File: config.mk
export PLATFORM = sky130hd
export DESIGN_NAME = mod_step_counter
export DESIGN_NICKNAME = d
export VERILOG_FILES = /design/src/rtl/mod_step_counter.sv
export SDC_FILE = /design/constraint.sdc
export NUM_CORES = 1
export LEC_CHECK = 0
export CAP_MARGIN = 20
export CORE_AREA = 2 2 41 43
export DETAILED_ROUTE_END_ITERATION = 8
export DIE_AREA = 0 0 43 45
export PLACE_DENSITY = 0.71
export SETUP_SLACK_MARGIN = 0.05
export SYNTH_ARGS = -nofsm -noshare
export SYNTH_HDL_FRONTEND = slang
export SYNTH_SLANG_ARGS = --single-unit
export TNS_END_PERCENT = 100
File: constraint.sdc
create_clock -name clk -period 1.7 [get_ports clk]
set_input_delay 0.17 -clock clk [delete_from_list [all_inputs] [get_ports clk]]
set_output_delay 0.17 -clock clk [all_outputs]
set_load 0.01 [all_outputs]
File: src/rtl/mod_step_counter.sv
// Step counter with prescaler, up/down direction, programmable limit and
// wrap-or-saturate terminal behaviour; emits a one-cycle terminal-count pulse.
module mod_step_counter #(
  parameter int unsigned WIDTH    = 4,
  parameter int unsigned PRESCALE = 1
) (
  input  logic             clk,
  input  logic             reset,
  input  logic             en,
  input  logic             load,
  input  logic [WIDTH-1:0] startVal,
  input  logic [WIDTH-1:0] limit,
  input  logic             up,
  input  logic             sat,
  output logic [WIDTH-1:0] outVal,
  output logic             tc
);

  localparam int unsigned     PRE_W    = (PRESCALE > 1) ? $clog2(PRESCALE) : 1;
  localparam logic [PRE_W-1:0] PRE_LAST = PRE_W'(PRESCALE - 1);

  logic [PRE_W-1:0] r_pre;
  logic [PRE_W-1:0] w_pre_nxt;
  logic [WIDTH-1:0] r_count;
  logic [WIDTH-1:0] w_count_step;
  logic             r_tc;
  logic             w_step;
  logic             w_term;

  // A step fires on the last enabled cycle of each prescale period.
  assign w_step = en && !load && (r_pre == PRE_LAST);

  always_comb begin
    w_pre_nxt = r_pre;
    if (load) begin
      w_pre_nxt = '0;
    end else if (en) begin
      w_pre_nxt = (r_pre == PRE_LAST) ? '0 : r_pre + PRE_W'(1);
    end
  end

  // Terminal condition is evaluated on the pre-step value.
  always_comb begin
    w_term       = up ? (r_count >= limit) : (r_count == '0);
    w_count_step = r_count;
    if (up) begin
      if (w_term) begin
        w_count_step = sat ? limit : '0;
      end else begin
        w_count_step = r_count + WIDTH'(1);
      end
    end else begin
      if (w_term) begin
        w_count_step = sat ? '0 : limit;
      end else begin
        w_count_step = r_count - WIDTH'(1);
      end
    end
  end

  always_ff @(posedge clk or negedge reset) begin
    if (!reset) begin
      r_pre   <= '0;
      r_count <= '0;
      r_tc    <= 1'b0;
    end else begin
      r_pre <= w_pre_nxt;
      if (load) begin
        r_count <= startVal;
        r_tc    <= 1'b0;
      end else if (w_step) begin
        r_count <= w_count_step;
        r_tc    <= w_term;
      end else begin
        r_tc    <= 1'b0;
      end
    end
  end

  assign outVal = r_count;
  assign tc     = r_tc;

endmodule

==> implementation parameters, run 1 <==
Parameter                              Value

Final layout
  Post-Route Utilization ... 64.0%
  Post-layout instance area ... 942 µm²
  Layout Area Growth over Synthesis ... 67.7%
  Fraction of layout instances using a drive strength above 1 ... 35.4%
  Count of filler cells inserted in the layout ... 134
  Nets ... 118
  Number of antenna repair diodes ... 0

Placement
  Number of buffers added on ports ... 18
  Placed cell areas ... 886 µm²
  Placed wire-length estimate ... 1.32 mm
  Routability-driven placement congestion ratio ... 0.816

Timing
  Worst Tran Pin Value ... 275 ps
  Final Hold Fails ... 0
  Post-layout worst setup margin ... -102 ps
  Final cycle utilization of the critical path ... 106%
  Number of max-slew violations in the final report ... 0
  Clock period minus worst slack ... 1800 ps
  Final worst hold slack ... 157 ps
  Final Skew ... 3.26 ps
  Max Clk Rate ... 555 MHz
  Final sum of negative setup slack ... -187 ps
  Final number of setup-violating endpoints ... 4
  Setup repair after global routing missed its margin ... true
  Relative max-transition margin ... 81.6%

Power and ir drop
  Highest ir drop seen on vdd ... 0.000257 V
  Total power per unit cell area ... 644 nW/µm²
  Standby leakage power ... 0.408 nW

Drt
  Number of iterations in the first detailed-routing pass ... 4
  Antenna Nets Post-Route ... 0
  Number of vias after detailed routing ... 577
  Avg WL per Cell ... 13.8 µm
  Vias per Instance ... 5.15
  Residual DRC ... 0
  Initial drt markers ... 7
  Wire length after detailed routing ... 1.55 mm

GRT
  Via count of the first global-routing pass ... 580
  First-pass GRT wire length ... 2.64 mm
  Total congestion overflow after global routing ... 0
  Pin count of the biggest net entering global routing ... 10
  Initial antenna violation count ... 0
  Tot GR Track Use ... 18.7%

Floorplanning
  Die height ... 45 µm
  Die boundary width ... 43 µm
  I/O pin count ... 19
  Placeable core region ... 1470 µm²
  Area of the die ... 1940 µm²
  Effective utilization at floorplan ... 38.2%
  Standard-cell rows ... 14

Yosys
  Mapped Area ... 562 µm²
  Share of the yosys chip area belonging to registers ... 22.3%
  Count of yosys warnings during synthesis ... 0
  Post-synthesis area per instance ... 9.06 µm²
  Cells after synthesis ... 62
  Post-Syn Nets ... 83
  #FFs+latches synth ... 5
  Unique cell type count in the Yosys netlist ... 31

Worst setup path
  Start of the worst register-to-register path ... outVal[1]
  Number of buffers and inverters on the critical path ... 1
  Slack of the worst reg-to-reg path ... -80 ps
  Origin of the worst setup path ... limit[0]
  Stage delay of the slowest cell on the critical path ... 540 ps
  Critical Path Fanout Max ... 4
  CP Launch Type ... input pin
  Highest-delay cell along the critical path ... clkdlybuf4s50_1
  Worst Path Arrival ... 1920 ps
  Crit. End Element ... register
  Ordered list of cells on the worst path ... clkdlybuf4s50_1 > ha_4 > nor3b_4 > o211ai_4 > a211oi_2 > a311oi_1 > a221o_1
  End of the worst register-to-register path ... outVal[3]
  Kind of critical path ... input pin to register
  Required @ worst endpoint ... 1820 ps
  Family of cells with the greatest summed delay on the critical path ... compound AO/OA/AOI/OAI gates
  Logic depth of the worst register-to-register path ... 6

Clocking
  Buffer cell driving the clock tree root ... clkbuf_4
  CTS sink cnt ... 5
  Worst-Skew Late Latency ... 230 ps
  Maximum clock path buffer count ... 2
  TritonCTS Buffers ... 3
  Clk pin slew, worst setup/hold paths ... 40 ps
  Clock tree from TritonCTS ... yes
  Number of H-tree levels ... 1
  Hold Buf Count CTS ... 0
  Post-CTS setup-driven buffer insertion count ... 0

Run status
  Outcome ... finished with violations
  Failing checks ... negative setup slack

Worst hold path
  Worst hold path type ... input pin to asynchronous set/reset pin

Job
  MaxCap Viol Count ... 0
## what timing repair did
item,in CTS,in global routing
gates resized for setup,9,1
pin swaps,10,2
setup endpoints to repair,4,4
## synthesized netlist by cell type, drive strengths merged
cell type  instances  area, µm²
a21oi              3       15.0
a31oi              1       6.26
and2b              1       10.0
nor3               2       10.0
xnor2              1       8.76
a221o              1       10.0
nor2               3       11.3
o31ai              1       7.51
buf                2       15.0
nand3              2       10.0
nand2              3       11.3
mux2i              2       20.0
and3               1       6.26
a211oi             1       7.51
nand2b             2       12.5
o22ai              1       6.26
nor3b              4       40.0
o21ai              4       31.3
dfrtp              5        125
ha                 7       87.6
inv                7       26.3
o31a               1       8.76
mux2               1       11.3
a311oi             2       17.5
xor2               2       17.5
o211ai             2       28.8
## registers in the layout, indices dropped and copies added, names as in the netlist
register,count
outVal,4
tc,1
## through the flow
step | power, mW | worst slack, ps | cells
finish | 0.606 | -102 | 112
global route | 0.656 | -152 | 112
CTS | 0.606 | -112 | 112
detailed placement | 0.456 | -453 | 108
global placement | 0.449 | -369 | 108
floorplan | 0.307 | -53.0 | 62
## layout by cell type, fill, tap and decap left out, types with 2 or more instances in the layout
cell	n
dfrtp_2	4
a311oi_1	2
ha_1	4
xor2_1	2
nor3b_4	2
clkdlybuf4s50_1	15
nand2b_1	2
nor2_1	3
inv_2	2
mux2i_1	2
dlygate4sd2_1	3
nor3b_1	2
clkbuf_4	3
nand3_1	2
inv_1	5
a21oi_1	3
ha_4	3
buf_4	14
nor3_1	2
nand2_1	3
## metal layers
layer  GRT usage (%)  routed length (µm)  vias up
met5               0                   0        -
met4            3.64                   0        0
met3            4.00                  95        0
met2            36.1                 797       22
met1            21.5                 656      263
li1                -                   -      292
## kinds of logic (layout without fill, tap and decap cells)
group / count (synthesis) / count (layout) / share of synthesized area (%)
buf+inv: 9 / 43 / 7.35
flops: 5 / 5 / 22.3
simple gates: 18 / 18 / 19.8
fa+ha+maj: 7 / 7 / 15.6
xor+xnor: 3 / 3 / 4.68
mux: 3 / 3 / 5.57
compound gates: 17 / 17 / 24.7
## power breakdown
part / leakage [nW] / internal (mW) / switching, mW
Combinational: 0.336 / 0.180 / 0.142
Sequential: 0.0573 / 0.135 / 0.0151
Clock: 0.0150 / 0.0885 / 0.0449
## worst max path at each step
stage                     cells past startpoint  slack, ps        end
final                                         7       -100  outVal[3]
after global routing                          6       -150  outVal[3]
after CTS                                     6       -110  outVal[3]
after detailed placement                      9       -450  outVal[1]
after global placement                        8       -370  outVal[3]
after floorplan                               6        -50  outVal[0]
## worst register-to-register path, cell delays in order, from the launching register on
cell and delay, ps:
dfrtp_2 430, ha_4 220, o211ai_1 250, o211ai_4 150, a211oi_2 210, a311oi_1 70
a221o_1 330
## cell type report
| cell class | count | area, µm² | area share (%) |
|---|---|---|---|
| multi-input combinational | 48 | 458 | 48.6 |
| timing repair buffer | 32 | 282 | 29.9 |
| sequential | 5 | 130 | 13.8 |
| clock buffer | 4 | 26.3 | 2.79 |
| inverter | 7 | 26.3 | 2.79 |
| tap | 16 | 20.0 | 2.12 |
(Power assumes the default switching activity.)
==> run 2: changes to the inputs <==
--- a/config.mk
+++ b/config.mk
@@ -6,12 +6,12 @@
 export NUM_CORES = 1
 export LEC_CHECK = 0
 export CAP_MARGIN = 20
-export CORE_AREA = 2 2 41 43
+export CORE_AREA = 4 4 43 45
 export DETAILED_ROUTE_END_ITERATION = 8
-export DIE_AREA = 0 0 43 45
+export DIE_AREA = 0 0 47 49
 export PLACE_DENSITY = 0.71
 export SETUP_SLACK_MARGIN = 0.05
 export SYNTH_ARGS = -nofsm -noshare
 export SYNTH_HDL_FRONTEND = slang
 export SYNTH_SLANG_ARGS = --single-unit
-export TNS_END_PERCENT = 100
+export TNS_END_PERCENT = 30
==> implementation parameters, run 2 (same netlist as run 1, synthesis figures left out) <==
Parameter                              Value

Run status
  Outcome ... finished with violations (unchanged)
  Failing checks ... negative setup slack (unchanged)

Worst setup path
  CP Launch Type ... input pin (unchanged)
  Stage delay of the slowest cell on the critical path ... 550 ps (was 540 ps)
  Highest-delay cell along the critical path ... clkdlybuf4s50_1 (unchanged)
  Critical Path Fanout Max ... 4 (unchanged)
  Crit. End Element ... register (unchanged)
  Slack of the worst reg-to-reg path ... -90 ps (was -80 ps)
  Kind of critical path ... input pin to register (unchanged)
  Ordered list of cells on the worst path ... clkdlybuf4s50_1 > ha_4 > nor3b_4 > o211ai_4 > a211oi_2 > a311oi_2 > a221o_1 (was clkdlybuf4s50_1 > ha_4 > nor3b_4 > o211ai_4 > a211oi_2 > a311oi_1 > a221o_1)
  Required @ worst endpoint ... 1820 ps (about the same)
  Worst Path Arrival ... 1920 ps (about the same)

Final layout
  Largest register FFs ... 4 (unchanged)
  Fraction of layout instances using a drive strength above 1 ... 37.4% (was 35.4%)
  Layout Area Growth over Synthesis ... 73.7% (was 67.7%)
  Final std cells w/o fill ... 115 (was 112)
  Number of antenna repair diodes ... 0 (unchanged)
  Most frequent cells in the layout ... buf_4, clkdlybuf4s50_1, inv_1, ha_1 (was clkdlybuf4s50_1, buf_4, inv_1, ha_1, dfrtp_2)
  Footprint of the flip-flops and latches ... 129 µm² (was 130 µm²)
  Nets ... 121 (was 118)
  Area of the multi-input gates ... 458 µm² (unchanged)
  Most frequent standard cell in the layout excluding fill and tap cells ... buf_4 (was clkdlybuf4s50_1)
  Post-Route Utilization ... 66.3% (was 64.0%)
  Count of filler cells inserted in the layout ... 127 (was 134)

Worst hold path
  Worst hold path type ... input pin to asynchronous set/reset pin (unchanged)

Timing
  Max Clk Rate ... 554 MHz (was 555 MHz)
  Final worst hold slack ... 150 ps (was 157 ps)
  Setup repair after global routing missed its margin ... true (unchanged)
  Final cycle utilization of the critical path ... 106% (about the same)
  Worst Tran Pin Value ... 301 ps (was 275 ps)
  Final number of setup-violating endpoints ... 3 (was 4)
  Post-layout worst setup margin ... -107 ps (was -102 ps)
  Final Hold Fails ... 0 (unchanged)
  Number of max-slew violations in the final report ... 0 (unchanged)
  Final Skew ... 2.92 ps (was 3.26 ps)
  Relative max-transition margin ... 79.9% (was 81.6%)
  Clock period minus worst slack ... 1810 ps (was 1800 ps)

Clocking
  Number of H-tree levels ... 1 (unchanged)
  Clk pin slew, worst setup/hold paths ... 40 ps (about the same)
  Worst-Skew Late Latency ... 240 ps (was 230 ps)
  Clock tree from TritonCTS ... yes (unchanged)
  Maximum clock path buffer count ... 2 (unchanged)
  Buffer cell driving the clock tree root ... clkbuf_4 (unchanged)
  CTS sink cnt ... 5 (unchanged)
  TritonCTS Buffers ... 3 (unchanged)

Floorplanning
  Area of the die ... 2300 µm² (was 1940 µm²)
  Standard-cell rows ... 14 (unchanged)
  Die boundary width ... 47 µm (was 43 µm)
  Effective utilization at floorplan ... 38.2% (unchanged)
  I/O pin count ... 19 (unchanged)
  Placeable core region ... 1470 µm² (unchanged)
  Die height ... 49 µm (was 45 µm)

Drt
  Avg WL per Cell ... 15.0 µm (was 13.8 µm)
  Number of iterations in the first detailed-routing pass ... 2 (was 4)
  Initial drt markers ... 4 (was 7)
  Met1 wire length ... 733 µm (was 656 µm)
  Met3 wire len ... 107 µm (was 95 µm)
  Antenna Nets Post-Route ... 0 (unchanged)
  Wire length after detailed routing ... 1.72 mm (was 1.55 mm)
  Met2 WL post-DR ... 841 µm (was 797 µm)
  Max Used Layer ... met4 (was met3)
  Residual DRC ... 0 (unchanged)
  Vias per Instance ... 5.36 (was 5.15)
  Number of vias after detailed routing ... 616 (was 577)

Power and ir drop
  Post-layout total power ... 0.623 mW (was 0.606 mW)
  Portion of total power attributed to combinational logic ... 54.9% (was 53.2%)
  Total power per unit cell area ... 638 nW/µm² (was 644 nW/µm²)
  Internal power ... 0.414 mW (was 0.404 mW)
  Standby leakage power ... 0.427 nW (was 0.408 nW)
  Highest ir drop seen on vdd ... 0.000313 V (was 0.000257 V)
  Switching part of the total power ... 33.6% (was 33.4%)
  Clock power share ... 21.3% (was 22.0%)
  Sequential group share of total power ... 23.8% (was 24.8%)
  Switching component of the power ... 0.209 mW (was 0.202 mW)

GRT
  First-pass GRT wire length ... 2.72 mm (was 2.64 mm)
  Tot GR Track Use ... 16.3% (was 18.7%)
  Via count of the first global-routing pass ... 617 (was 580)
  Initial antenna violation count ... 0 (unchanged)
  Pin count of the biggest net entering global routing ... 10 (unchanged)
  Total congestion overflow after global routing ... 0 (unchanged)

Placement
  Routability-driven placement congestion ratio ... 0.861 (was 0.816)
  Placed wire-length estimate ... 1.29 mm (was 1.32 mm)
  Placed cell count ... 109 (was 108)
  Number of buffers added on ports ... 18 (unchanged)

Job
  MaxCap Viol Count ... 0 (unchanged)
==> run 2: cell types whose count changed in the layout (fill, tap and decap cells not counted), sizes merged <==
cell and change:
buf +3
==> run 2: worst max-delay path, delay by kind of cell <==
family / cells / cell delay (ps)
AO/OA/AOI/OAI: 4 / 730
adder cells (fa/ha/maj): 1 / 230
buffers and inverters: 1 / 550
AND/OR/NAND/NOR: 1 / 240
==> run 2: final cells by class <==
cell class,count,share of cell area [%]
timing repair buffer,35,32.4
multi-input combinational,48,46.9
sequential,5,13.2
clock buffer,4,2.69
tap,16,2.05
inverter,7,2.69
==> run 2: power groups by stage <==
stage	clock (mW)	combinational [mW]	sequential, mW
after detailed placement	0	0.297	0.147
after global placement	0	0.289	0.148
final	0.133	0.342	0.148
after CTS	0.136	0.324	0.149
after floorplan	0	0.132	0.161
after global routing	0.151	0.371	0.149
==> run 2: per-layer routing <==
layer,GRT usage [%],up-vias
li1,-,302
met1,20.3,289
met2,26.2,21
met3,4.43,4
met4,5.53,0
met5,0,-
==> run 2: worst paths after layout <==
check                       startpoint         to  depth (start not counted)
min in group clk           startVal[2]  outVal[2]                          3
max in group asynchronous        reset  outVal[0]                          1
setup / recovery              limit[0]  outVal[3]                          7
hold reg to reg              outVal[3]  outVal[3]                          3
hold / removal                   reset  outVal[1]                          1
setup reg to reg             outVal[0]  outVal[3]                          7
==> run 2: metrics by stage <==
step | TNS (ps) | worst slack (ps) | area (µm²)
after detailed placement | -1500 | -425 | 876
final | -184 | -107 | 976
after floorplan | -134 | -61.7 | 566
after CTS | -206 | -127 | 952
after global placement | -1290 | -378 | 876
after global routing | -406 | -155 | 976
==> run 2: repair_timing <==
action                                  4_1_cts  5_1_grt
endpoints found under the hold margin         0        0
pin swaps                                     9        4
setup buffers                                 1        1
hold buffers                                  0        0
endpoints found under the setup margin        4        5
gates resized for setup                      10        2
==> run 3: changes to the inputs <==
--- a/config.mk
+++ b/config.mk
@@ -6,9 +6,9 @@
 export NUM_CORES = 1
 export LEC_CHECK = 0
 export CAP_MARGIN = 20
-export CORE_AREA = 4 4 43 45
+export CORE_AREA = 2 2 41 43
 export DETAILED_ROUTE_END_ITERATION = 8
-export DIE_AREA = 0 0 47 49
+export DIE_AREA = 0 0 43 45
 export PLACE_DENSITY = 0.71
 export SETUP_SLACK_MARGIN = 0.05
 export SYNTH_ARGS = -nofsm -noshare
==> implementation parameters, run 3 (same netlist as run 1, synthesis figures left out) <==
Parameter                              Value

Drt
  Initial drt markers ... 10 (was 4)
  Number of iterations in the first detailed-routing pass ... 4 (was 2)
  Wire length after detailed routing ... 1.67 mm (was 1.72 mm)
  Avg WL per Cell ... 14.8 µm (was 15.0 µm)
  Residual DRC ... 0 (unchanged)
  Antenna Nets Post-Route ... 0 (unchanged)
  Number of vias after detailed routing ... 623 (was 616)
  Vias per Instance ... 5.51 (was 5.36)

Timing
  Post-layout worst setup margin ... -43.9 ps (was -107 ps)
  Final Hold Fails ... 0 (unchanged)
  Final number of setup-violating endpoints ... 3 (unchanged)
  Max Clk Rate ... 573 MHz (was 554 MHz)
  Relative max-transition margin ... 82.0% (was 79.9%)
  Number of max-slew violations in the final report ... 0 (unchanged)
  Worst Tran Pin Value ... 270 ps (was 301 ps)
  Final Skew ... 4.71 ps (was 2.92 ps)
  Final cycle utilization of the critical path ... 103% (was 106%)
  Final sum of negative setup slack ... -58.9 ps (was -184 ps)
  Clock period minus worst slack ... 1740 ps (was 1810 ps)
  Setup repair after global routing missed its margin ... true (unchanged)
  Final worst hold slack ... 143 ps (was 150 ps)

Clocking
  Buffer cell driving the clock tree root ... clkbuf_4 (unchanged)
  Worst-Skew Late Latency ... 250 ps (was 240 ps)
  TritonCTS Buffers ... 3 (unchanged)
  CTS sink cnt ... 5 (unchanged)
  Number of H-tree levels ... 1 (unchanged)
  Hold Buf Count CTS ... 0 (unchanged)
  Clk pin slew, worst setup/hold paths ... 50 ps (was 40 ps)
  Maximum clock path buffer count ... 2 (unchanged)
  Clock tree from TritonCTS ... yes (unchanged)

Worst setup path
  Required @ worst endpoint ... 1830 ps (was 1820 ps)
  Critical Path Fanout Max ... 5 (was 4)
  Highest-delay cell along the critical path ... dfrtp_1 (was clkdlybuf4s50_1)
  Slack of the worst reg-to-reg path ... -40 ps (was -90 ps)
  Number of buffers and inverters on the critical path ... 2 (was 1)
  Crit. End Element ... register (unchanged)
  Ordered list of cells on the worst path ... buf_4 > inv_1 > ha_1 > nor3b_4 > o21ai_4 > mux2i_1 > a221o_1 (was clkdlybuf4s50_1 > ha_4 > nor3b_4 > o211ai_4 > a211oi_2 > a311oi_2 > a221o_1)
  Kind of critical path ... register to register (was input pin to register)
  Worst Path Arrival ... 1870 ps (was 1920 ps)
  Family of cells with the greatest summed delay on the critical path ... flip-flops (was compound AO/OA/AOI/OAI gates)
  Stage delay of the slowest cell on the critical path ... 430 ps (was 550 ps)
  CP Launch Type ... register (was input pin)

Floorplanning
  Die boundary width ... 43 µm (was 47 µm)
  Area of the die ... 1940 µm² (was 2300 µm²)
  Standard-cell rows ... 14 (unchanged)
  Placeable core region ... 1470 µm² (unchanged)
  I/O pin count ... 19 (unchanged)
  Effective utilization at floorplan ... 38.2% (unchanged)
  Die height ... 45 µm (was 49 µm)

Placement
  Placed wire-length estimate ... 1.26 mm (was 1.29 mm)
  Placed cell count ... 109 (unchanged)
  Minimum setup slack after placement ... -428 ps (was -425 ps)
  Number of buffers added on ports ... 18 (unchanged)
  Routability-driven placement congestion ratio ... 0.860 (was 0.861)

Final layout
  Largest register FFs ... 4 (unchanged)
  Final std cells w/o fill ... 113 (was 115)
  Most frequent cells in the layout ... clkdlybuf4s50_1, buf_4, inv_1, ha_4 (was buf_4, clkdlybuf4s50_1, inv_1, ha_1)
  Nets ... 119 (was 121)
  Fraction of layout instances using a drive strength above 1 ... 34.0% (was 37.4%)
  Number of antenna repair diodes ... 0 (unchanged)
  Count of filler cells inserted in the layout ... 131 (was 127)
  Layout Area Growth over Synthesis ... 70.8% (was 73.7%)

GRT
  Pin count of the biggest net entering global routing ... 9 (was 10)
  Initial antenna violation count ... 0 (unchanged)
  Tot GR Track Use ... 20.0% (was 16.3%)
  Via count of the first global-routing pass ... 609 (was 617)
  First-pass GRT wire length ... 2.79 mm (was 2.72 mm)
  Total congestion overflow after global routing ... 0 (unchanged)

Run status
  Failing checks ... negative setup slack (unchanged)
  Outcome ... finished with violations (unchanged)

Power and ir drop
  Total power per unit cell area ... 643 nW/µm² (was 638 nW/µm²)
  Portion of total power attributed to combinational logic ... 52.7% (was 54.9%)
  Switching component of the power ... 0.215 mW (was 0.209 mW)
  Clock power share ... 23.1% (was 21.3%)
  Post-layout total power ... 0.617 mW (was 0.623 mW)
  Sequential group share of total power ... 24.2% (was 23.8%)
  Switching part of the total power ... 34.9% (was 33.6%)
  Standby leakage power ... 0.410 nW (was 0.427 nW)
  Highest ir drop seen on vdd ... 0.000279 V (was 0.000313 V)
  Internal power ... 0.402 mW (was 0.414 mW)

Worst hold path
  Worst hold path type ... input pin to asynchronous set/reset pin (unchanged)

Job
  MaxCap Viol Count ... 0 (unchanged)
==> run 3: power groups by stage <==
stage	Sequential, mW	Clock [mW]	Combinational [mW]
after floorplan	0.161	0	0.132
after global placement	0.148	0	0.285
after detailed placement	0.147	0	0.291
after CTS	0.147	0.144	0.313
after global routing	0.151	0.147	0.361
final	0.149	0.142	0.325
==> run 3: timing repair <==
action                                  CTS  global route
buffers inserted                          0             0
endpoints found under the hold margin     0             0
endpoints found under the setup margin    4             4
pin swaps                                 4             3
resized for setup                         9             4
==> run 3: area by class of cell <==
cell class / instances / area [µm²] / area share [%]
Clock buffer: 4 / 26.3 / 2.74
Inverter: 7 / 26.3 / 2.74
Multi-Input combinational cell: 48 / 469 / 48.9
Sequential cell: 5 / 129 / 13.4
Tap cell: 16 / 20.0 / 2.09
Timing Repair Buffer: 33 / 289 / 30.1
==> run 3: final timing paths <==
kind,from,endpoint,cells after the start
setup / recovery,outVal[1],outVal[3],7
hold / removal,reset,outVal[2],1
setup reg to reg,outVal[1],outVal[3],7
hold reg to reg,outVal[0],outVal[0],4
max in group asynchronous,reset,outVal[3],1
min in group clk,limit[2],outVal[2],4
==> run 3: routing by layer <==
layer	vias up	share of wire [%]	wire length [µm]	track usage, %
met5	-	0	0	0
li1	297	-	-	-
met2	24	49	825	31.2
met3	4	5.5	92	3.60
met4	0	1.3	21	10.9
met1	298	44	728	26.4
==> run 3: metrics by stage <==
stage	util [%]	instance area, µm²
after floorplan	-	566
after global placement	58.7	863
after detailed placement	58.7	863
after CTS	63.1	928
after global routing	65.2	960
final	65.2	960
